[config.mk]
export PLATFORM = sky130hd
export DESIGN_NAME = inst_fetch_sequencer_flat
export DESIGN_NICKNAME = d
export VERILOG_FILES = /design/src/rtl/inst_fetch_sequencer_if.sv /design/src/rtl/inst_fetch_sequencer.sv /design/src/flat_wrapper.sv
export SDC_FILE = /design/constraint.sdc
export NUM_CORES = 1
export LEC_CHECK = 0
export CORE_MARGIN = 5
export CORE_UTILIZATION = 64
export CTS_BUF_LIST = sky130_fd_sc_hd__clkbuf_4
export CTS_CLUSTER_DIAMETER = 200
export DETAILED_ROUTE_END_ITERATION = 12
export GPL_ROUTABILITY_DRIVEN = 0
export GPL_TIMING_DRIVEN = 0
export HOLD_SLACK_MARGIN = 0.12
export PLACE_DENSITY = 0.92
export SLEW_MARGIN = 15
export SYNTH_ARGS = -nofsm -noshare
export SYNTH_HDL_FRONTEND = slang
export SYNTH_SLANG_ARGS = --single-unit
[constraint.sdc]
create_clock -name clk -period 10.05 [get_ports clk]
set_input_delay 2.01 -clock clk [delete_from_list [all_inputs] [get_ports clk]]
set_output_delay 2.01 -clock clk [all_outputs]
set_load 0.1 [all_outputs]
[src/rtl/inst_fetch_sequencer_if.sv]
// Bus bundle for inst_fetch_sequencer: the byte-wide instruction memory port
// and the {pc, inst} valid/ready stream toward IF/ID, plus the FIFO fill level.
// master = sequencer side; slave = memory + consumer side.
interface inst_fetch_sequencer_if #(
   parameter int ADDR_W = 12,
   parameter int DEPTH  = 4
);
   localparam int OCC_W = $clog2(DEPTH) + 1;

   logic [ADDR_W-1:0] memAdr;
   logic [7:0]        memData;
   logic              instValid;
   logic [31:0]       inst;
   logic [31:0]       instPc;
   logic              instReady;
   logic [OCC_W-1:0]  occupancy;

   modport master (
      output memAdr,
      input  memData,
      output instValid,
      output inst,
      output instPc,
      input  instReady,
      output occupancy
   );

   modport slave (
      input  memAdr,
      output memData,
      input  instValid,
      input  inst,
      input  instPc,
      output instReady,
      input  occupancy
   );
endinterface

[src/rtl/inst_fetch_sequencer.sv]
// inst_fetch_sequencer: reads four bytes per instruction from an
// asynchronous-read byte memory, assembles little-endian words and queues
// {pc, inst} pairs in a DEPTH-entry prefetch FIFO drained by IF/ID.
// A redirect flushes the FIFO and the partial word and restarts fetch.
// Optional feature macro IFETCH_BYPASS_EN: when the FIFO is empty the word
// being completed in B3 is presented directly on the output (3-cycle latency).
module inst_fetch_sequencer #(
   parameter int ADDR_W = 12,
   parameter int DEPTH  = 4
) (
   input  logic                  clk,
   input  logic                  rst,
   input  logic                  redirect,
   input  logic [31:0]           redirectPc,
   inst_fetch_sequencer_if.master bus
);

   localparam int PTR_W = $clog2(DEPTH);
   localparam int OCC_W = PTR_W + 1;
   localparam logic [PTR_W-1:0] PTR_ONE  = PTR_W'(1);
   localparam logic [OCC_W-1:0] OCC_ONE  = OCC_W'(1);
   localparam logic [OCC_W-1:0] OCC_FULL = OCC_W'(DEPTH);

   // byte counter doubles as the FSM state
   typedef enum logic [1:0] {
      B0 = 2'd0,
      B1 = 2'd1,
      B2 = 2'd2,
      B3 = 2'd3
   } state_t;

   state_t           state_r;
   logic [31:0]      fetch_pc_r;
   logic [7:0]       b0_r;
   logic [7:0]       b1_r;
   logic [7:0]       b2_r;
   logic [31:0]      fifo_pc_r   [DEPTH];
   logic [31:0]      fifo_inst_r [DEPTH];
   logic [PTR_W-1:0] wr_ptr_r;
   logic [PTR_W-1:0] rd_ptr_r;
   logic [OCC_W-1:0] count_r;

   logic [31:0]      word_s;
   logic             full_s;
   logic             empty_s;
   logic             fifo_pop_s;
   logic             bypass_s;
   logic             bypass_take_s;
   logic             advance_s;
   logic             push_s;
   logic             unused_pc_lsb_s;

   // the low PC bits of a redirect target are ignored by design
   assign unused_pc_lsb_s = ^redirectPc[1:0];

   // word assembly, FIFO status and the B3 push/advance decision
   always_comb begin
      word_s        = {bus.memData, b2_r, b1_r, b0_r};
      full_s        = (count_r == OCC_FULL);
      empty_s       = (count_r == {OCC_W{1'b0}});
      fifo_pop_s    = (!empty_s) && bus.instReady;
      bypass_s      = 1'b0;
      bypass_take_s = 1'b0;
      advance_s     = 1'b0;
      push_s        = 1'b0;
`ifdef IFETCH_BYPASS_EN
      if ((state_r == B3) && empty_s) begin
         bypass_s      = 1'b1;
         bypass_take_s = bus.instReady;
      end else begin
         bypass_s      = 1'b0;
         bypass_take_s = 1'b0;
      end
`endif
      // a pop in the same cycle frees the slot for the held word
      if ((state_r == B3) && (!full_s || fifo_pop_s)) begin
         advance_s = 1'b1;
         push_s    = !bypass_take_s;
      end else begin
         advance_s = 1'b0;
         push_s    = 1'b0;
      end
   end

   // memory address tracks the PC and byte counter; upper bits wrap away
   assign bus.memAdr    = {fetch_pc_r[ADDR_W-1:2], state_r};
   assign bus.instValid = (!empty_s) || bypass_s;
   assign bus.inst      = bypass_s ? word_s     : fifo_inst_r[rd_ptr_r];
   assign bus.instPc    = bypass_s ? fetch_pc_r : fifo_pc_r[rd_ptr_r];
   assign bus.occupancy = count_r;

   // fetch FSM, byte latches and prefetch FIFO; redirect overrides everything
   always_ff @(posedge clk) begin
      if (rst) begin
         state_r    <= B0;
         fetch_pc_r <= 32'd0;
         b0_r       <= 8'd0;
         b1_r       <= 8'd0;
         b2_r       <= 8'd0;
         wr_ptr_r   <= {PTR_W{1'b0}};
         rd_ptr_r   <= {PTR_W{1'b0}};
         count_r    <= {OCC_W{1'b0}};
         for (int i = 0; i < DEPTH; i++) begin
            fifo_pc_r[i]   <= 32'd0;
            fifo_inst_r[i] <= 32'd0;
         end
      end else if (redirect) begin
         state_r    <= B0;
         fetch_pc_r <= {redirectPc[31:2], 2'b00};
         b0_r       <= 8'd0;
         b1_r       <= 8'd0;
         b2_r       <= 8'd0;
         wr_ptr_r   <= {PTR_W{1'b0}};
         rd_ptr_r   <= {PTR_W{1'b0}};
         count_r    <= {OCC_W{1'b0}};
      end else begin
         case (state_r)
            B0: begin
               b0_r    <= bus.memData;
               state_r <= B1;
            end
            B1: begin
               b1_r    <= bus.memData;
               state_r <= B2;
            end
            B2: begin
               b2_r    <= bus.memData;
               state_r <= B3;
            end
            B3: begin
               if (advance_s) begin
                  fetch_pc_r <= fetch_pc_r + 32'd4;
                  state_r    <= B0;
               end else begin
                  state_r    <= B3;
               end
            end
            default: begin
               state_r <= B0;
            end
         endcase

         if (push_s) begin
            fifo_pc_r[wr_ptr_r]   <= fetch_pc_r;
            fifo_inst_r[wr_ptr_r] <= word_s;
            wr_ptr_r              <= wr_ptr_r + PTR_ONE;
         end

         if (fifo_pop_s) begin
            rd_ptr_r <= rd_ptr_r + PTR_ONE;
         end

         case ({push_s, fifo_pop_s})
            2'b10:   count_r <= count_r + OCC_ONE;
            2'b01:   count_r <= count_r - OCC_ONE;
            default: count_r <= count_r;
         endcase
      end
   end

endmodule

[src/flat_wrapper.sv]
// flat-port wrapper written by rule: the top's interface ports become plain ports
module inst_fetch_sequencer_flat 
#(
   parameter int ADDR_W = 12,
   parameter int DEPTH  = 4
)
  (clk, rst, redirect, redirectPc, bus_memAdr, bus_memData, bus_instValid, bus_inst, bus_instPc, bus_instReady, bus_occupancy);
  inst_fetch_sequencer_if #(.ADDR_W(ADDR_W), .DEPTH(DEPTH)) bus_i ();
  input  logic clk;
  input  logic rst;
  input  logic redirect;
  input  logic [31:0] redirectPc;
  output wire logic [$bits(bus_i.memAdr)-1:0] bus_memAdr;
  input wire logic [$bits(bus_i.memData)-1:0] bus_memData;
  output wire logic [$bits(bus_i.instValid)-1:0] bus_instValid;
  output wire logic [$bits(bus_i.inst)-1:0] bus_inst;
  output wire logic [$bits(bus_i.instPc)-1:0] bus_instPc;
  input wire logic [$bits(bus_i.instReady)-1:0] bus_instReady;
  output wire logic [$bits(bus_i.occupancy)-1:0] bus_occupancy;
  assign bus_memAdr = bus_i.memAdr;
  assign bus_i.memData = bus_memData;
  assign bus_instValid = bus_i.instValid;
  assign bus_inst = bus_i.inst;
  assign bus_instPc = bus_i.instPc;
  assign bus_i.instReady = bus_instReady;
  assign bus_occupancy = bus_i.occupancy;
  inst_fetch_sequencer #(.ADDR_W(ADDR_W), .DEPTH(DEPTH)) u_core (.clk(clk), .rst(rst), .redirect(redirect), .redirectPc(redirectPc), .bus(bus_i));
endmodule
==> key figures, run 1 <==
STA
  – Final hold vios: 0
  – Peak Freq: 0.179 GHz
  – Slew @ Worst Pin: 1110 ps
  – Unrepaired setup endpoints after global routing: no
  – Slew Viols, Final: 0
  – Period utilization: 55.7%
  – Sum Neg Setup Slack: 0 ps
  – Minimum clock period: 5600 ps
  – Skew final: 50.8 ps
  – Final hold slack: 540 ps
  – Worst slew margin: 25.2%
  – Final setup violation count: 0

Logic synthesis
  – Syn avg cell area: 14.2 µm²
  – Post-synth EDFFs: 248
  – Simple-gate share of the synthesized area: 17.1%
  – Sequential area share after synthesis: 63.4%
  – Post-synth top flop: edfxtp_1
  – Mapped Area: 0.0138 mm²
  – Synth Area in XOR/XNOR: 2.16%
  – Synthesis-stage register bit count: 313
  – Largest family of logic cells by synthesized area: simple AND/OR/NAND/NOR gates
  – Ys Warns: 0
  – Gate Count Post-Synth: 975
  – Adder-Cell Fraction of Synth Area: 0.236%
  – Unique masters post-synth: 48
  – Synth Area in Compound Gates: 2.75%
  – Post-synthesis mux area share: 11.3%
  – Ys async rst share: 0%

Die
  – Core area: 0.0212 mm²
  – Die Span Y: 157 µm
  – Cell row count: 53
  – Die extent in x: 157 µm
  – Die area: 0.0246 mm²
  – Top-level I/O count: 124
  – Initial core utilization: 65.3%

Clock tree
  – Post-cts hold buffer count: 0
  – CTS sink count: 313
  – Post-CTS Setup Inserts: 0
  – Post-CTS sizing: 0
  – Clock latency on the worst-skew pair: 700 ps
  – CTS tree: yes
  – Root Buffer: clkbuf_4
  – Deepest clock path buffer count: 3
  – Reg clk slew, reported paths: 70 ps
  – H-tree levels: 3
  – TritonCTS Buffers: 78

Global routing
  – Vias in the first global route: 9681
  – Total track usage: 28.2%
  – Initial antenna violation count: 1
  – Global route total overflow: 0
  – Largest net degree at the start of global routing: 48
  – First-pass GRT wire length: 52800 µm

Power
  – Combinational Power Share: 8.8%
  – PD cells: 172 mW/mm²
  – P_int: 2.13 mW
  – Switch share: 24.8%
  – Max IR drop VDD: 0.000128 V
  – Total Power: 2.84 mW
  – Psw: 703 µW
  – Leak pwr: 6.06 nW
  – Clock power frac: 39.6%
  – Fraction of power consumed by sequential logic: 51.6%

Run status
  – Status: finished clean

Placement
  – Post-DP HPWL: 21500 µm
  – Number of I/O port buffers: 117
  – Placed Cells: 1372

Setup path
  – Crit path required time: 8040 ps
  – Worst r2r src: u_core.state_r[1]
  – CP Class: flop to output port
  – Critical path endpoint category: output port
  – Critical Path Start Type: flop
  – Arr. time, crit path: 3590 ps
  – Worst-path maximum fanout: 10

Detailed routing
  – Vias/cell: 6.03
  – ANT nets after route: 0
  – WL final: 33700 µm
  – Starting DRC count in detailed routing: 992
  – Drc violations: 0
  – Post-DR wirelength/cell: 22.2 µm
  – 1st-pass router iterations: 5
  – Via count of the routed design: 9130

Job
  – Max_cap viols: 0

Worst hold path
  – HP Class: flop to flop
  – Hold_sp: u_core.rd_ptr_r[1]

Finish
  – Utilization after layout: 78.0%
  – Filler cells: 1165
  – Area grow syn2layout: 19.6%
  – Most frequent cells in the layout: 248 x edfxtp_1, 243 x and2_1, 135 x clkbuf_4, 117 x clkdlybuf4s50_1, 65 x dfxtp_1
  – Most common cell after layout, fill and taps aside: edfxtp_1
  – Fin cells: 1513
  – Layout cells sized above 1: 20.8%
  – Layout net count: 1223
[flip-flops by register name, indices dropped and copies added (netlist names), named ones only]
| signal | flops |
|---|---|
| u_core.wr_ptr_r | 2 |
| u_core.fetch_pc_r | 30 |
| u_core.fifo_pc_r | 120 |
| u_core.b2_r | 8 |
| u_core.b1_r | 8 |
| u_core.b0_r | 8 |
| u_core.fifo_inst_r | 128 |
| u_core.rd_ptr_r | 2 |
| u_core.bus.occupancy | 3 |
| u_core.state_r | 2 |
[through the flow]
stage                     instance area, µm²  setup slack (ps)
after floorplan                        13800              5360
after global routing                   16500              4340
final                                  16500              4450
after detailed placement               15400              4880
after global placement                 15300              3300
after CTS                              16500              4430
[critical path: stages, from the launching register on]
cell and delay [ps]:
dfxtp_1 310, clkbuf_1 480, buf_2 490, mux4_2 610, clkdlybuf4s50_1 990
[routing by layer]
metal	wire (µm)	GRT usage [%]	vias to the layer above
li1	-	-	3988
met1	12100	35.4	4489
met2	17100	47.3	548
met3	3240	6.42	105
met4	1180	12.7	0
met5	0	0	-
[cells by family (layout without fill, tap and decap cells)]
kind of cell / count (synthesis) / count (layout)
AOI/OAI and AO/OA: 61 / 61
xor gates and xnor gates: 34 / 34
adders and majority gates: 2 / 2
buffers and inverters: 90 / 351
DFF: 313 / 313
muxes: 79 / 79
other: 1 / 3
and+or+nand+nor: 395 / 395
[cells in the mapped netlist, types with 2 or more instances]
master	number	area (µm²)
nand2_1	24	90.1
nor3b_1	6	45.0
a211oi_1	18	135
buf_4	13	97.6
buf_2	11	55.1
nand4_1	11	68.8
a311oi_1	2	17.5
or2_2	4	25.0
and4_1	4	35.0
and2_1	243	1520
edfxtp_1	248	7450
clkbuf_1	37	139
mux2i_1	17	170
dfxtp_1	65	1300
and3_1	6	37.5
clkbuf_2	13	65.1
nor4_1	6	37.5
nor3_1	5	25.0
nand2b_1	2	12.5
o22ai_1	7	43.8
a21oi_1	19	95.1
or3_1	3	18.8
mux4_2	62	1400
nand3_1	15	75.1
buf_1	6	22.5
nor3b_4	2	37.5
nor4_2	4	50.1
xor2_1	19	166
inv_1	8	30.0
o21ai_0	11	55.1
xnor2_1	15	131
nor2_1	53	199
[power groups by stage]
stage	logic [mW]	clock network [mW]	registers, mW
2_1_floorplan	0.166	0	1.48
3_3_place_gp	0.237	0	1.49
3_5_place_dp	0.246	0	1.49
4_1_cts	0.248	1.14	1.46
5_1_grt	0.258	1.21	1.47
6_report	0.248	1.12	1.46
[final timing paths]
| path | slack, ps | cells after the start | endpoint |
|---|---|---|---|
| worst min-delay path | 540 | 2 | flop |
| worst max register to register | 6700 | 7 | u_core.fifo_inst_r[0][21] |
| worst max-delay path | 4450 | 4 | bus_instPc[19] |
| worst min register to register | 540 | 2 | flop |
[cell type report]
cell class,count,area (µm²),area share (%)
Antenna cell,1,2.50,0.0152
Buffer,81,390,2.36
Clock buffer,135,1010,6.14
Clock inverter,5,45.0,0.273
Inverter,9,33.8,0.205
Multi-Input combinational cell,573,4660,28.2
Sequential cell,313,8750,53.0
Tap cell,275,344,2.08
Timing Repair Buffer,121,1270,7.72
Note: power is estimated with default switching activity, not from simulation.
==> inputs of run 2 (changes only) <==
--- a/config.mk
+++ b/config.mk
@@ -6,14 +6,14 @@
 export NUM_CORES = 1
 export LEC_CHECK = 0
 export CORE_MARGIN = 5
-export CORE_UTILIZATION = 64
+export CORE_UTILIZATION = 54
 export CTS_BUF_LIST = sky130_fd_sc_hd__clkbuf_4
 export CTS_CLUSTER_DIAMETER = 200
 export DETAILED_ROUTE_END_ITERATION = 12
 export GPL_ROUTABILITY_DRIVEN = 0
 export GPL_TIMING_DRIVEN = 0
 export HOLD_SLACK_MARGIN = 0.12
-export PLACE_DENSITY = 0.92
+export PLACE_DENSITY = 0.83
 export SLEW_MARGIN = 15
 export SYNTH_ARGS = -nofsm -noshare
 export SYNTH_HDL_FRONTEND = slang
==> constraint.sdc (replaced) <==
create_clock -name clk -period 4.6 [get_ports clk]
set_input_delay 0.92 -clock clk [delete_from_list [all_inputs] [get_ports clk]]
set_output_delay 0.92 -clock clk [all_outputs]
set_load 0.1 [all_outputs]
==> run 2 against run 1 <==
Compared with the run above: critical path type unchanged; via count down 3.4%; worst hold slack lost 4.0 ps; combinational power increased by 120%; register-to-register slack got worse by 5300 ps; largest power group unchanged; first-iteration DRC count fell by 24%; largest cell class unchanged.
==> key figures, run 2 (synthesis gave the netlist of run 1 again) <==
Placement
  – Number of I/O port buffers: 117 (unchanged)
  – Post-DP HPWL: 20800 µm (-3.3%)
  – Pre-CTS setup slack: 594 ps (-4290 ps)

STA
  – Final hold vios: 0 (unchanged)
  – Final hold slack: 536 ps (-4.00 ps)
  – Slew Viols, Final: 0 (unchanged)
  – Sum Neg Setup Slack: 0 ps (unchanged)
  – Skew final: 55.9 ps (+5.01 ps)
  – Minimum clock period: 4480 ps
  – Period utilization: 97.3%
  – Worst slew margin: 29.8% (+4.6 points)
  – Final setup violation count: 0 (unchanged)
  – Peak Freq: 0.223 GHz
  – Unrepaired setup endpoints after global routing: no
  – Slew @ Worst Pin: 1050 ps (-63.6 ps)
  – Setup ws final: 122 ps (-4330 ps)

Global routing
  – Largest net degree at the start of global routing: 49 (+2.1%)
  – First-pass GRT wire length: 50300 µm (-4.7%)
  – Met1 GRT Util: 28.9% (-6.5 points)
  – Initial antenna violation count: 1 (unchanged)
  – GRT met3 Usage: 5.25% (-1.2 points)
  – Global route total overflow: 0 (unchanged)
  – Met2 Usage GRT: 38.9% (-8.3 points)
  – Vias in the first global route: 9197 (-5.0%)
  – Top Usage Layer GRT: met2
  – Total track usage: 22.7% (-5.5 points)

Detailed routing
  – 1st-pass router iterations: 5 (unchanged)
  – ANT nets after route: 0 (unchanged)
  – Via count of the routed design: 8819 (-3.4%)
  – Post-DR wirelength/cell: 20.5 µm (-7.8%)
  – Drc violations: 0 (unchanged)
  – Vias/cell: 5.60 (-7.2%)
  – Starting DRC count in detailed routing: 753 (-24%)
  – WL final: 32300 µm (-4.0%)

Die
  – Core area: 0.0252 mm² (+19%)
  – Die extent in x: 170 µm (+8.3%)
  – Top-level I/O count: 124 (unchanged)
  – Cell row count: 58 (+9.4%)
  – Die Span Y: 170 µm (+8.3%)
  – Initial core utilization: 54.8% (-10 points)
  – Die area: 0.0289 mm² (+17%)

Power
  – Max IR drop VDD: 0.000213 V (+67%)
  – Leak pwr: 6.09 nW (+0.48%)
  – PD cells: 379 mW/mm² (+120%)

Setup path
  – CP Class: flop to output port
  – Slowest cell delay on critical path: 1140 ps (+150 ps)
  – Worst-path maximum fanout: 10 (unchanged)
  – Critical path endpoint category: output port
  – Reg2reg setup slack: 1370 ps (-5330 ps)
  – Arr. time, crit path: 3560 ps (-30 ps)
  – Worst r2r src: u_core.state_r[0]
  – Critical-path cell list: buf_1, clkbuf_1, mux4_2, clkdlybuf4s50_1
  – RR Endpoint: u_core.fifo_pc_r[0][6]
  – R2r worst-path depth: 7 (unchanged)
  – Crit path required time: 3680 ps (-4360 ps)
  – Critical Path Start Type: flop
  – Slowest-stage cell, CP: clkdlybuf4s50_1
  – Worst setup endpoint: bus_instPc[14]

Run status
  – Status: finished clean

Clock tree
  – Root Buffer: clkbuf_4
  – TritonCTS Buffers: 79 (+1.3%)
  – Deepest clock path buffer count: 3 (unchanged)
  – Clock latency on the worst-skew pair: 700 ps (about the same)
  – H-tree levels: 3 (unchanged)
  – Post-cts hold buffer count: 0 (unchanged)
  – Post-CTS Setup Inserts: 0 (unchanged)
  – Reg clk slew, reported paths: 60 ps (about the same)
  – CTS sink count: 313 (unchanged)
  – CTS tree: yes

Finish
  – Most flop-heavy register: u_core.fifo_inst_r
  – Area grow syn2layout: 20.6%
  – Layout net count: 1224 (+0.082%)
  – Max FFs per register: 128 (unchanged)
  – Most frequent cells in the layout: 248 x edfxtp_1, 243 x and2_1, 126 x clkbuf_4, 116 x clkdlybuf4s50_1, 65 x dfxtp_1
  – Layout cells sized above 1: 20.2% (-0.60 points)
  – Filler cells: 1791 (+54%)
  – Largest regs: u_core.fifo_inst_r (128), u_core.fifo_pc_r (120), u_core.fetch_pc_r (30)
  – Most common cell after layout, fill and taps aside: edfxtp_1

Job
  – Max_cap viols: 0 (unchanged)

Worst hold path
  – HP Class: flop to flop
-- run 2: changes by cell type in the layout (fill, tap and decap cells not counted) --
cell | before | now
clkinvlp_4 | 0 | 1
inv_2 | 3 | 0
clkdlybuf4s50_1 | 117 | 116
clkbuf_4 | 135 | 126
clkinv_1 | 2 | 15
bufinv_16 | 1 | 4
clkinv_2 | 0 | 2
dlymetal6s2s_1 | 0 | 1
-- run 2: metal layers --
metal / routed length, µm / share of wire (%) / vias to the layer above
li1: - / - / 3999
met1: 12500 / 39 / 4360
met2: 16500 / 51 / 396
met3: 2630 / 8.1 / 64
met4: 673 / 2.1 / 0
met5: 0 / 0 / -
-- run 2: final cells by class --
type / instances / area, µm² / share of cell area [%]
clock buffer: 126 / 946 / 5.68
tap: 330 / 413 / 2.48
antenna: 1 / 2.50 / 0.0150
buffer: 81 / 390 / 2.34
timing repair buffer: 121 / 1280 / 7.66
clock inverter: 21 / 190 / 1.14
multi-input combinational: 573 / 4660 / 28.0
sequential: 313 / 8750 / 52.5
inverter: 9 / 33.8 / 0.203
-- run 2: report_power, final --
group | total (mW) | leakage [nW] | internal [mW] | switching, mW
Sequential | 3.19 | 3.10 | 3.14 | 0.0559
Combinational | 0.540 | 2.33 | 0.159 | 0.380
Clock | 2.58 | 0.666 | 1.47 | 1.11
Total | 6.32 | 6.09 | 4.77 | 1.55
-- run 2: critical path: cells and delay by family, from the launching register on --
family | cells | cell delay [ps]
muxes | 1 | 380
DFF | 1 | 310
buffers and inverters | 3 | 2220
-- run 2: metrics by stage --
stage                     cells  cell area [µm²]  power [mW]  utilization [%]
final                      1575            16700        6.32             66.2
after detailed placement   1427            15500        3.79             61.6
after floorplan             976            13800        3.60                -
after global routing       1575            16700        6.55             66.2
after CTS                  1574            16700        6.35             66.1
after global placement     1423            15400        3.78             61.1
-- run 2: worst min-delay path by stage --
stage                     slack, ps                 end  cells past startpoint               start
after floorplan                 470      u_core.b0_r[0]                      2      u_core.b0_r[0]
final                           540      u_core.b0_r[1]                      2      u_core.b0_r[1]
after detailed placement        510      u_core.b0_r[1]                      2      u_core.b0_r[1]
after global placement          500                flop                      2  u_core.rd_ptr_r[1]
after CTS                       530      u_core.b0_r[1]                      2      u_core.b0_r[1]
after global routing            550  u_core.rd_ptr_r[1]                      2  u_core.rd_ptr_r[1]
-- run 2: repair_timing --
item                                    4_1_cts  5_1_grt
endpoints found under the setup margin        0        1
endpoints found under the hold margin         0        0
resized for setup                             0        1
==> inputs of run 3 (changes only) <==
--- a/config.mk
+++ b/config.mk
@@ -5,6 +5,7 @@
 export SDC_FILE = /design/constraint.sdc
 export NUM_CORES = 1
 export LEC_CHECK = 0
+export CORE_ASPECT_RATIO = 0.9
 export CORE_MARGIN = 5
 export CORE_UTILIZATION = 54
 export CTS_BUF_LIST = sky130_fd_sc_hd__clkbuf_4
==> run 3 against run 2 <==
Compared with the run above: clock power about the same; setup slack improved by 18 ps; clock skew down 26 ps; maximum frequency increased by 0.40%; final area barely moved; critical endpoint is now bus_instPc[18].
==> key figures, run 3 (synthesis gave the netlist of run 1 again) <==
Run status
  – Status: finished clean

Detailed routing
  – Starting DRC count in detailed routing: 846 (+12%)
  – Drc violations: 0 (unchanged)
  – Via count of the routed design: 8870 (+0.58%)
  – Post-DR wirelength/cell: 20.8 µm (+1.5%)
  – WL final: 32900 µm (+2.0%)
  – Vias/cell: 5.60 (about the same)
  – ANT nets after route: 0 (unchanged)
  – 1st-pass router iterations: 5 (unchanged)

Power
  – Max IR drop VDD: 0.000217 V (+1.8%)
  – Leak pwr: 6.18 nW (+1.4%)
  – PD cells: 379 mW/mm² (-0.17%)
  – Total Power: 6.31 mW (about the same)

Placement
  – Dpl cell area: 0.0155 mm² (about the same)
  – Pre-CTS setup slack: 423 ps (-171 ps)
  – Number of I/O port buffers: 117 (unchanged)
  – Post-DP HPWL: 21100 µm (+1.6%)
  – Placed Cells: 1439 (+0.84%)

STA
  – Unrepaired setup endpoints after global routing: no
  – Skew final: 29.4 ps (-26.5 ps)
  – Final hold slack: 523 ps (-12.9 ps)
  – Worst slew margin: 28.8% (-1.0 points)
  – Peak Freq: 0.224 GHz (+0.40%)
  – Period utilization: 97.0% (-0.39 points)
  – Setup ws final: 140 ps (+17.8 ps)
  – Minimum clock period: 4460 ps (-17.8 ps)
  – Slew @ Worst Pin: 1070 ps (+15.1 ps)
  – Final hold vios: 0 (unchanged)
  – Sum Neg Setup Slack: 0 ps (unchanged)
  – Final setup violation count: 0 (unchanged)
  – Slew Viols, Final: 0 (unchanged)

Die
  – Top-level I/O count: 124 (unchanged)
  – Die Span Y: 162 µm (-4.8%)
  – Die area: 0.0289 mm² (about the same)
  – Cell row count: 55 (-5.2%)
  – Initial core utilization: 54.8% (about the same)
  – Die extent in x: 179 µm (+5.1%)
  – Core area: 0.0252 mm² (about the same)

Clock tree
  – Clock latency on the worst-skew pair: 690 ps (about the same)
  – Root Buffer: clkbuf_4
  – Post-cts hold buffer count: 0 (unchanged)
  – Deepest clock path buffer count: 3 (unchanged)
  – Reg clk slew, reported paths: 60 ps (about the same)
  – CTS sink count: 313 (unchanged)
  – TritonCTS Buffers: 77 (-2.5%)
  – CTS tree: yes
  – H-tree levels: 3 (unchanged)
  – Post-CTS Setup Inserts: 0 (unchanged)

Finish
  – Layout net count: 1222 (-0.16%)
  – Area grow syn2layout: 20.7% (about the same)
  – Most flop-heavy register: u_core.fifo_inst_r
  – Layout cells sized above 1: 20.5% (+0.31 points)
  – Max FFs per register: 128 (unchanged)
  – Largest regs: u_core.fifo_inst_r (128), u_core.fifo_pc_r (120), u_core.fetch_pc_r (30)
  – Filler cells: 1808 (+0.95%)
  – Most common cell after layout, fill and taps aside: edfxtp_1
  – Register area: 0.00875 mm² (unchanged)
  – Final instance area: 0.0167 mm² (about the same)
  – Utilization after layout: 66.2% (about the same)
  – Most frequent cells in the layout: 248 x edfxtp_1, 243 x and2_1, 127 x clkbuf_4, 109 x clkdlybuf4s50_1, 65 x dfxtp_1
  – Area occupied by multi-input gates: 0.00466 mm² (unchanged)
  – Fin cells: 1583 (+0.51%)

Global routing
  – Initial antenna violation count: 1 (unchanged)
  – Largest net degree at the start of global routing: 39 (-20%)
  – Global route total overflow: 0 (unchanged)
  – Vias in the first global route: 9282 (+0.92%)
  – Total track usage: 23.3% (+0.62 points)
  – First-pass GRT wire length: 51600 µm (+2.6%)

Setup path
  – Arr. time, crit path: 3540 ps (-20 ps)
  – Crit path required time: 3680 ps (about the same)
  – Critical path endpoint category: output port
  – Critical Path Start Type: flop
  – CP Class: flop to output port
  – Worst-path maximum fanout: 10 (unchanged)

Worst hold path
  – HP Class: flop to flop

Job
  – Max_cap viols: 0 (unchanged)
run 3: layer usage:
| layer | GRT usage, % | up-vias | share of wire (%) |
|---|---|---|---|
| met3 | 5.70 | 81 | 8.6 |
| met1 | 31.0 | 4360 | 39 |
| met2 | 37.6 | 426 | 49 |
| li1 | - | 4003 | - |
| met4 | 8.72 | 0 | 3.0 |
| met5 | 0 | - | 0 |
run 3: worst paths after layout:
check	depth (start not counted)	startpoint	slack, ps	end
worst max-delay path	4	flop	140	bus_instPc[18]
worst min-delay path	2	u_core.b0_r[1]	520	u_core.b0_r[1]
worst max register to register	7	u_core.state_r[1]	1330	u_core.fifo_pc_r[0][2]
worst min register to register	2	u_core.b0_r[1]	520	u_core.b0_r[1]
run 3: worst max-delay path, stage by stage, from the launching register on:
cell and delay [ps]:
dfxtp_1 300, buf_1 410, clkbuf_1 660, mux4_2 360, clkdlybuf4s50_1 1140
run 3: final cells by class:
class | instances | share of cell area [%]
clock inverter | 16 | 1.03
clock buffer | 127 | 5.72
inverter | 9 | 0.203
multi-input combinational | 573 | 27.9
sequential | 313 | 52.5
tap | 342 | 2.57
timing repair buffer | 121 | 7.71
antenna | 1 | 0.0150
buffer | 81 | 2.34
run 3: report_power, final:
group	switching [mW]	internal [mW]
Sequential	0.0550	3.14
Clock	1.10	1.47
Combinational	0.384	0.159
Total	1.54	4.77
run 3: timing repair:
item / in CTS / in global routing
resized for setup: 0 / 8
setup endpoints to repair: 0 / 8
endpoints found under the hold margin: 0 / 0
